File: config.mk
export PLATFORM = sky130hd
export DESIGN_NAME = note_lane_renderer_flat
export DESIGN_NICKNAME = d
export VERILOG_FILES = /design/src/rtl/note_render_pkg.sv /design/src/rtl/note_lane_renderer_if.sv /design/src/rtl/square_pixel_counter.sv /design/src/rtl/note_lane_renderer.sv /design/src/flat_wrapper.sv
export SDC_FILE = /design/constraint.sdc
export NUM_CORES = 1
export LEC_CHECK = 0
export CORE_UTILIZATION = 30
export DETAILED_ROUTE_END_ITERATION = 7
export GPL_TIMING_DRIVEN = 0
export MAX_ROUTING_LAYER = met4
export PLACE_DENSITY_LB_ADDON = 0.2
export SLEW_MARGIN = 5
export SYNTH_ARGS = -nofsm -noshare
export SYNTH_HDL_FRONTEND = slang
export SYNTH_HIERARCHICAL = 1
export SYNTH_SLANG_ARGS = --single-unit
File: constraint.sdc
create_clock -name clk -period 9.08 [get_ports clk]
set_input_delay 1.816 -clock clk [delete_from_list [all_inputs] [get_ports clk]]
set_output_delay 1.816 -clock clk [all_outputs]
set_load 0.005 [all_outputs]
File: src/rtl/note_render_pkg.sv
// Shared colour constants and FSM encoding for the note lane renderer.
package note_render_pkg;

  localparam logic [2:0] BLACK  = 3'b000;
  localparam logic [2:0] RED    = 3'b100;
  localparam logic [2:0] YELLOW = 3'b110;
  localparam logic [2:0] GREEN  = 3'b010;
  localparam logic [2:0] BLUE   = 3'b001;

  typedef enum logic [1:0] {
    S_IDLE = 2'd0,
    S_DRAW = 2'd1,
    S_DONE = 2'd2
  } state_t;

endpackage

File: src/rtl/note_lane_renderer_if.sv
// Frame request / pixel stream bundle between the note lane renderer and its neighbours.
interface note_lane_renderer_if #(
  parameter int NUM_SLOTS = 10,
  parameter int X_W       = 8,
  parameter int Y_W       = 7
);
  logic                 start;
  logic                 clear;
  logic [NUM_SLOTS-1:0] red_sequence;
  logic [NUM_SLOTS-1:0] yellow_sequence;
  logic                 busy;
  logic                 done;
  logic [X_W-1:0]       x;
  logic [Y_W-1:0]       y;
  logic [2:0]           colour;
  logic                 plot;

  modport master (
    output start, clear, red_sequence, yellow_sequence,
    input  busy, done, x, y, colour, plot
  );

  modport slave (
    input  start, clear, red_sequence, yellow_sequence,
    output busy, done, x, y, colour, plot
  );
endinterface

File: src/rtl/square_pixel_counter.sv
// dx/dy raster counter for one SQ_SIZE x SQ_SIZE square; exposes next values so
// the caller can register outputs in the same cycle the counter moves.
module square_pixel_counter #(
  parameter  int SQ_SIZE = 4,
  localparam int CW      = (SQ_SIZE > 1) ? $clog2(SQ_SIZE) : 1
) (
  input  logic          clk,
  input  logic          resetn,
  input  logic          i_clr,
  input  logic          i_adv,
  output logic [CW-1:0] o_dx_nxt,
  output logic [CW-1:0] o_dy_nxt,
  output logic          o_last_pixel
);

  localparam logic [CW-1:0] LAST = CW'(SQ_SIZE - 1);

  logic [CW-1:0] r_dx;
  logic [CW-1:0] r_dy;

  assign o_last_pixel = (r_dx == LAST) && (r_dy == LAST);

  always_comb begin
    o_dx_nxt = r_dx;
    o_dy_nxt = r_dy;
    if (i_clr) begin
      o_dx_nxt = '0;
      o_dy_nxt = '0;
    end else if (i_adv) begin
      if (r_dx == LAST) begin
        o_dx_nxt = '0;
        o_dy_nxt = (r_dy == LAST) ? '0 : r_dy + 1'b1;
      end else begin
        o_dx_nxt = r_dx + 1'b1;
      end
    end
  end

  always_ff @(posedge clk or negedge resetn) begin
    if (!resetn) begin
      r_dx <= '0;
      r_dy <= '0;
    end else begin
      r_dx <= o_dx_nxt;
      r_dy <= o_dy_nxt;
    end
  end

endmodule

File: src/rtl/note_lane_renderer.sv
// Note lane renderer: on start, snapshots the note sequences and plots every pixel
// of NUM_SLOTS squares, one per clock, each slot red, yellow or black.
module note_lane_renderer
  import note_render_pkg::*;
#(
  parameter int NUM_SLOTS = 10,
  parameter int SQ_SIZE   = 4,
  parameter int X_ORIGIN  = 10,
  parameter int X_PITCH   = 10,
  parameter int Y_ROW     = 112,
  parameter int X_W       = 8,
  parameter int Y_W       = 7
) (
  input logic                 clk,
  input logic                 resetn,
  note_lane_renderer_if.slave bus
);
  // state | meaning
  // IDLE  | waiting for start; outputs held at zero
  // DRAW  | one pixel per cycle, plot high
  // DONE  | one-cycle done pulse, busy still high

  localparam int CW = (SQ_SIZE > 1) ? $clog2(SQ_SIZE) : 1;
  localparam int SW = (NUM_SLOTS > 1) ? $clog2(NUM_SLOTS) : 1;

  if (X_ORIGIN + (NUM_SLOTS - 1) * X_PITCH + SQ_SIZE - 1 >= (1 << X_W)) begin : g_x_range
    $error("note_lane_renderer: last slot column does not fit in X_W bits");
  end
  if (Y_ROW + SQ_SIZE - 1 >= (1 << Y_W)) begin : g_y_range
    $error("note_lane_renderer: square rows do not fit in Y_W bits");
  end

  state_t               r_state, w_state_nxt;
  logic [NUM_SLOTS-1:0] r_red, r_yellow, w_red_src, w_yellow_src;
  logic                 r_clear, w_clear_src;
  logic [SW-1:0]        r_slot, w_slot_nxt;
  logic [X_W-1:0]       r_xoff, w_xoff_nxt;
  logic [X_W-1:0]       r_x, w_x_nxt;
  logic [Y_W-1:0]       r_y, w_y_nxt;
  logic [2:0]           r_colour, w_colour_nxt;
  logic                 r_busy, r_done, r_plot;
  logic                 w_busy_nxt, w_done_nxt, w_plot_nxt;
  logic                 w_clr, w_adv, w_last_pixel, w_frame_last;
  logic [CW-1:0]        w_dx_nxt, w_dy_nxt;

  square_pixel_counter #(.SQ_SIZE(SQ_SIZE)) u_pix (
    .clk          (clk),
    .resetn       (resetn),
    .i_clr        (w_clr),
    .i_adv        (w_adv),
    .o_dx_nxt     (w_dx_nxt),
    .o_dy_nxt     (w_dy_nxt),
    .o_last_pixel (w_last_pixel)
  );

  assign w_frame_last = w_last_pixel && (r_slot == SW'(NUM_SLOTS - 1));

  always_ff @(posedge clk or negedge resetn) begin
    if (!resetn) r_state <= S_IDLE;
    else         r_state <= w_state_nxt;
  end

  always_comb begin
    w_state_nxt = r_state;
    w_clr       = 1'b0;
    w_adv       = 1'b0;
    w_busy_nxt  = 1'b0;
    w_done_nxt  = 1'b0;
    w_plot_nxt  = 1'b0;
    case (r_state)
      S_IDLE: begin
        if (bus.start) begin
          w_state_nxt = S_DRAW;
          w_clr       = 1'b1;
          w_busy_nxt  = 1'b1;
          w_plot_nxt  = 1'b1;
        end
      end
      S_DRAW: begin
        w_busy_nxt = 1'b1;
        if (w_frame_last) begin
          w_state_nxt = S_DONE;
          w_done_nxt  = 1'b1;
        end else begin
          w_adv      = 1'b1;
          w_plot_nxt = 1'b1;
        end
      end
      S_DONE:  w_state_nxt = S_IDLE;
      default: w_state_nxt = S_IDLE;
    endcase
  end

  // On the accepting edge the snapshot is not loaded yet, so pixel 0 reads the inputs.
  always_comb begin
    w_red_src    = w_clr ? bus.red_sequence    : r_red;
    w_yellow_src = w_clr ? bus.yellow_sequence : r_yellow;
    w_clear_src  = w_clr ? bus.clear           : r_clear;

    w_slot_nxt = r_slot;
    w_xoff_nxt = r_xoff;
    if (w_clr) begin
      w_slot_nxt = '0;
      w_xoff_nxt = '0;
    end else if (w_adv && w_last_pixel) begin
      w_slot_nxt = r_slot + 1'b1;
      w_xoff_nxt = r_xoff + X_W'(X_PITCH);
    end

    w_x_nxt      = '0;
    w_y_nxt      = '0;
    w_colour_nxt = BLACK;
    if (w_plot_nxt) begin
      w_x_nxt = X_W'(X_ORIGIN) + w_xoff_nxt + X_W'(w_dx_nxt);
      w_y_nxt = Y_W'(Y_ROW) + Y_W'(w_dy_nxt);
      if (w_clear_src)                  w_colour_nxt = BLACK;
      else if (w_red_src[w_slot_nxt])   w_colour_nxt = RED;
      else if (w_yellow_src[w_slot_nxt]) w_colour_nxt = YELLOW;
      else                              w_colour_nxt = BLACK;
    end
  end

  always_ff @(posedge clk or negedge resetn) begin
    if (!resetn) begin
      r_red    <= '0;
      r_yellow <= '0;
      r_clear  <= 1'b0;
      r_slot   <= '0;
      r_xoff   <= '0;
      r_busy   <= 1'b0;
      r_done   <= 1'b0;
      r_plot   <= 1'b0;
      r_x      <= '0;
      r_y      <= '0;
      r_colour <= BLACK;
    end else begin
      if (w_clr) begin
        r_red    <= bus.red_sequence;
        r_yellow <= bus.yellow_sequence;
        r_clear  <= bus.clear;
      end
      r_slot   <= w_slot_nxt;
      r_xoff   <= w_xoff_nxt;
      r_busy   <= w_busy_nxt;
      r_done   <= w_done_nxt;
      r_plot   <= w_plot_nxt;
      r_x      <= w_x_nxt;
      r_y      <= w_y_nxt;
      r_colour <= w_colour_nxt;
    end
  end

  assign bus.busy   = r_busy;
  assign bus.done   = r_done;
  assign bus.plot   = r_plot;
  assign bus.x      = r_x;
  assign bus.y      = r_y;
  assign bus.colour = r_colour;

endmodule
File: src/flat_wrapper.sv
// flat-port wrapper written by rule: the top's interface ports become plain ports
module note_lane_renderer_flat import note_render_pkg::*;
#(
  parameter int NUM_SLOTS = 10,
  parameter int SQ_SIZE   = 4,
  parameter int X_ORIGIN  = 10,
  parameter int X_PITCH   = 10,
  parameter int Y_ROW     = 112,
  parameter int X_W       = 8,
  parameter int Y_W       = 7
)
  (clk, resetn, bus_start, bus_clear, bus_red_sequence, bus_yellow_sequence, bus_busy, bus_done, bus_x, bus_y, bus_colour, bus_plot);
  note_lane_renderer_if #(.NUM_SLOTS(NUM_SLOTS), .X_W(X_W), .Y_W(Y_W)) bus_i ();
  input logic clk;
  input logic resetn;
  input wire logic [$bits(bus_i.start)-1:0] bus_start;
  input wire logic [$bits(bus_i.clear)-1:0] bus_clear;
  input wire logic [$bits(bus_i.red_sequence)-1:0] bus_red_sequence;
  input wire logic [$bits(bus_i.yellow_sequence)-1:0] bus_yellow_sequence;
  output wire logic [$bits(bus_i.busy)-1:0] bus_busy;
  output wire logic [$bits(bus_i.done)-1:0] bus_done;
  output wire logic [$bits(bus_i.x)-1:0] bus_x;
  output wire logic [$bits(bus_i.y)-1:0] bus_y;
  output wire logic [$bits(bus_i.colour)-1:0] bus_colour;
  output wire logic [$bits(bus_i.plot)-1:0] bus_plot;
  assign bus_i.start = bus_start;
  assign bus_i.clear = bus_clear;
  assign bus_i.red_sequence = bus_red_sequence;
  assign bus_i.yellow_sequence = bus_yellow_sequence;
  assign bus_busy = bus_i.busy;
  assign bus_done = bus_i.done;
  assign bus_x = bus_i.x;
  assign bus_y = bus_i.y;
  assign bus_colour = bus_i.colour;
  assign bus_plot = bus_i.plot;
  note_lane_renderer #(.NUM_SLOTS(NUM_SLOTS), .SQ_SIZE(SQ_SIZE), .X_ORIGIN(X_ORIGIN), .X_PITCH(X_PITCH), .Y_ROW(Y_ROW), .X_W(X_W), .Y_W(Y_W)) u_core (.clk(clk), .resetn(resetn), .bus(bus_i));
endmodule
# --- Word level (Yosys, flattened, before mapping) ---
# Cells that the tools add are included.
totals:
  out_inout_bits: 21
  word_cells: 68
  regBits: 60
  in_bits: 24
op_classes:
  n_reduce_logical: 5
  add_sub_neg: 7
  n_lt_le_gt_ge: 1
  eq_ne: 6
  mux: 35
op_table:
  columns: ["op", "n"]
  rows:
  - ["two-way mux 8 bit", 3]
  - ["two-way mux 10 bit", 2]
  - ["two-way mux 2 bit", 9]
  - ["two-way mux 3 bit", 4]
  - ["two-way mux 1 bit", 9]
  - ["adder 4 x 8 -> 8 bit (first input constant)", 1]
  - ["adder 8 x 2 -> 8 bit", 1]
  - ["adder 8 x 4 -> 8 bit (second input constant)", 1]
  - ["binary-select mux 1 bit (select 4 bit)", 2]
  - ["two-way mux 4 bit", 2]
  - ["two-way mux 7 bit", 1]
  - ["adder 5 x 3 -> 6 bit (first input constant)", 1]
  - ["less-than comparator 4 x 5 -> 1 bit (second input constant)", 1]
  - ["adder 2 x 1 -> 2 bit (second input constant)", 2]
  - ["adder 4 x 1 -> 4 bit (second input constant)", 1]
  - ["== test 2 bit (second input constant)", 2]
  - ["== test 4 bit (second input constant)", 1]
  - ["one-hot mux 1 bit (2 select lines)", 2]
  - ["one-hot mux 2 bit (2 select lines)", 1]
  - ["logical AND 1 bit", 3]
  - ["== test 2 x 1 -> 1 bit (second input constant)", 1]
  - ["zero test 2 bit", 1]
  - ["inequality test 2 x 1 -> 1 bit (second input constant)", 1]
  - ["inequality test 2 bit (second input constant)", 1]
  - ["AND reduction 2 bit", 1]

# --- Longest topological paths before layout ---
depth:
  depth_word: 14
  ltp_mapped: 18
  depth_no_buf: 17

# --- By module ---
# Netlist, hierarchy kept.
by_module_without_submodules:
  columns: ["mod", "n_inst", "cells_per_inst", "seq_area_each_um2", "area_per_inst_um2"]
  rows:
  - ["note_lane_renderer", 1, 257, 1251.2, 2493.6]
  - ["square_pixel_counter", 1, 19, 100.1, 227.7]

# --- Least setup slack after synthesis ---
# No wires, ideal clock.
synth_timing:
  path_kind: "input-to-reg"
  startpoint: "input bus_start"
  endpoint: "register u_core.r_x[7], in the netlist u_core/bus.x[7]"
  path_buffers: 3
  setup_time_ns: 0.133
  required_time_ns: 8.947
  arrival_time_ns: 4.740
  setup_slack_ns: 4.207
  path_stages: 17
  path_cell_list: "or3b_2 buf_2 clkinv_1 clkbuf_1 clkbuf_1 nor2_1 inv_1 ha_1 inv_1 ha_1 inv_1 fa_1 inv_1 a21oi_1 nor4_1 xnor2_1 nor2_1"
synth_between:
  elab_cells_between_ends: 8
  classes_between: "add/sub (2); mux (6)"
synth_lines:
  columns: ["element", "line_no", "source"]
  rows:
  - ["start, declared", "flat_wrapper.sv:16", "input wire logic [$bits(bus_i.start)-1:0] bus_start;"]
  - ["two-way mux 1 bit", "note_lane_renderer.sv:72", "if (bus.start) begin"]
  - ["two-way mux 1 bit", "note_lane_renderer.sv:70", "case (r_state)"]
  - ["via u_core.w_clr", "note_lane_renderer.sv:43", "logic w_clr, w_adv, w_last_pixel, w_frame_last;"]
  - ["two-way mux 2 bit", "square_pixel_counter.sv:26", "if (i_clr) begin"]
  - ["via u_core.w_dx_nxt[1]", "note_lane_renderer.sv:44", "logic [CW-1:0] w_dx_nxt, w_dy_nxt;"]
  - ["adder 8 x 2 -> 8 bit", "note_lane_renderer.sv:114", "w_x_nxt = X_W'(X_ORIGIN) + w_xoff_nxt + X_W'(w_dx_nxt);"]
  - ["two-way mux 8 bit", "note_lane_renderer.sv:113", "if (w_plot_nxt) begin"]
  - ["via u_core.w_x_nxt[7]", "note_lane_renderer.sv:38", "logic [X_W-1:0] r_x, w_x_nxt;"]
  - ["end signal, assigned", "note_lane_renderer.sv:147", "r_x <= w_x_nxt;"]
  - ["end, declared", "note_lane_renderer.sv:38", null]
# The timed path passes the listed nets, and every way through them passes these cells.
# A chain may end at the register's enable or synchronous reset.

# --- Worst setup path after layout ---
# Ends and elaborated chain as after synthesis.

==> impl_metrics.yaml <==
global_route:
  antenna_found_initial: 0
  grt_overflow: 0
  grt_pass1_vias: 1949
  grt_pass1_wl_um: 9560
  grt_max_degree: 35
  grt_usage_pct: 12.9
yosys:
  synth-edff-count: 0
  synth_cell_type_count: 53
  ys_ff_latch: 54
  yosysWarnings: 6
  syn_area_mm2: 0.00272
  seq_area_frac_synth_pct: 49.7
  synth_async_sr_flop_share_pct: 100
  syn_inst: 276
  syn_area_per_cell_um2: 9.86
  synth_flop_cell: "dfrtp_1"
cts:
  cts_sinks: 54
  post_cts_resized: 0
  postCtsSetupBuffers: 0
  clk_latency_ns: 0.31
  hold_buffers: 0
  cts_tree: "built"
  path_clk_slew_ns: 0.10
  htree_levels: 2
  cts_inserted_buffers: 5
  cts_buffer_depth: 2
  root_buffer: "clkbuf_8"
layout:
  final_cell_count_no_fill: 436
  final_layout_size_suffix_gt1_share_pct: 11.9
  final_cell_mix: "nand2_1 (68), dfrtp_1 (54), clkdlybuf4s50_1 (40), nor2_1 (17), inv_1 (14)"
  fin_util_pct: 38.8
  insertedDiodeCount: 0
  nets: 364
  final_common_cell: "nand2_1"
  fill_cells: 898
  syn_to_final_growth_pct: 24.9
setup_path:
  slowest_stage: "clkbuf_1"
  crit_type: "input pin to register"
  cp.required_ns: 9.26
  rr_worst_depth: 17
  r2r_slack_ns: 4.93
  cp_common_cell: "inv_1"
  path_buf_inv: 9
  worstReg2RegEnd: "u_core/bus.x[7]"
  r2r_start: "u_core/r_state[1]"
  start_kind: "input pin"
  crit_chain: "clkdlybuf4s50_1, or3b_2, buf_2, clkinv_1, clkbuf_1, clkbuf_1, nor2_1, inv_1, ha_1, inv_1, ha_1, inv_1, fa_1, inv_1, a21oi_1, nor4_1, xnor2_1, nor2_1"
  arrival_ns: 5.87
  critPathMaxStageDelay_ns: 0.55
  critPathTopFamily: "buffers and inverters"
  cp-end-kind: "register"
  crit_path_max_fanout: 13
detailed_routing:
  wl_per_cell_um: 12.5
  num_vias: 1969
  drt_iter0_markers: 65
  viasPerCell: 4.52
  wirelength_um: 5450
  drc: 0
  drtPass1Iterations: 4
  postRouteAntennaNets: 0
sta:
  setup_viol: 0
  fmax_mhz: 176
  rsz0062_at_grt: "no"
  fin_skew_ns: 0.00352
  min_period_ns: 5.69
  whs_ns: 0.477
  setup_ws_ns: 3.39
  finalHoldViolations: 0
  min_period_over_period_pct: 62.7
  drv_slew: 0
  slew_headroom_pct: 57.6
  worst_slew_pin_slew_ns: 0.636
  finalSetupTns_ns: 0
job:
  cap_viol_max_count: 0
placed_design:
  dp_cells: 428
  place_congestion: 0.747
  dpl_worst_slack_ns: 3.04
  dp_hpwl_um: 3940
  port_buffers: 41
worst_hold_path:
  hold_path_class: "register to register"
  holdPathEnd: "u_core/r_clear"
  hp-start: "u_core/r_clear"
  min_path_cells: 2
die:
  die_w_um: 97.2
  rows: 34
  die_area_mm2: 0.00946
  io-pin-count: 45
  start_util_pct: 31.1
  coreArea_mm2: 0.00876
  die_h_um: 97.2
power:
  p_per_area_mw_per_mm2: 264
  ir_drop_mv: 0.0744
  power.leakage_nw: 1.65
outcome:
  status: "finished, final reports clean"
-- area by class of cell --
type                       instances  area [um2]  share of cell area [%]
sequential                        54        1350                    39.8
multi-input combinational        194        1220                    36.0
timing repair buffer              42         425                    12.5
tap                              108         135                    3.98
buffer                            15        96.3                    2.84
clock buffer                       5        68.8                    2.03
inverter                          15        56.3                    1.66
clock inverter                     3        40.0                    1.18
-- worst min-delay path, stage by stage, from the launching register on --
cell and delay, ns:
dfrtp_1 0.33, nand2_1 0.05, nand2_1 0.07
-- kinds of logic after synthesis --
group | count (synthesis) | share of synthesized area (%)
and+or+nand+nor | 123 | 21.2
DFF | 54 | 49.7
other | 1 | 0.138
AOI/OAI and AO/OA | 34 | 9.61
xor gates and xnor gates | 10 | 3.22
buffers and inverters | 30 | 5.61
adders and majority gates | 13 | 6.25
muxes | 11 | 4.32
-- registers in the layout, indices dropped and copies added, names as in the netlist, 2 cells and up --
name and cells:
u_core/r_red 10, u_core/r_state 2, u_core/bus.x 8, u_core/u_pix/r_dy 2
u_core/bus.colour 2, u_core/bus.y 3, u_core/r_xoff 8, u_core/u_pix/r_dx 2
u_core/r_yellow 10, u_core/r_slot 4
-- power breakdown --
group	internal (mW)	leakage [nW]	switching [mW]
Sequential	0.325	0.680	0.0446
Combinational	0.192	0.908	0.173
Clock	0.0813	0.0579	0.0798
Total	0.599	1.65	0.297
-- metrics by stage --
stage / instance area [um2] / power, mW
2_1_floorplan: 2730 / 0.622
6_report: 3400 / 0.896
4_1_cts: 3400 / 0.910
3_3_place_gp: 3270 / 0.737
5_1_grt: 3400 / 0.978
3_5_place_dp: 3290 / 0.747
-- synth_stat cells (2+ instances only) --
master    number  area, um2
nand2_1       68        255
dfrtp_1       54       1350
nor2_1        17       63.8
inv_1         14       52.6
ha_1          12        150
a21oi_1        9       45.0
and2_1         8       50.1
mux2i_1        8       80.1
nor3_1         7       35.0
xnor2_1        7       61.3
buf_4          6       45.0
clkbuf_1       4       15.0
nand3_1        4       20.0
o21ai_0        4       20.0
a21bo_2        3       30.0
nand2b_1       3       18.8
o21a_1         3       22.5
or2_2          3       18.8
xor2_1         3       26.3
a211o_1        2       17.5
a31oi_1        2       12.5
buf_2          2       10.0
buf_6          2       22.5
mux2_2         2       22.5
-- per-layer routing --
metal	vias up	wire length [um]	track usage, %
met5	-	0	-
met4	0	89	4.41
met3	6	114	2.16
met2	22	2510	19.8
met1	937	2730	17.4
li1	1004	-	-
-- worst max path at each step --
stage | from | end | slack, ns | depth (start not counted)
after floorplan | bus_start | u_core/bus.x[7] | 4.21 | 17
after global placement | bus_start | u_core/bus.x[7] | 3.00 | 18
after detailed placement | bus_start | u_core/bus.x[7] | 3.04 | 18
after CTS | bus_start | u_core/bus.x[7] | 3.35 | 18
after global routing | bus_start | u_core/bus.x[7] | 2.98 | 18
final | bus_start | u_core/bus.x[7] | 3.39 | 18
Note: power is estimated with default switching activity, not from simulation.
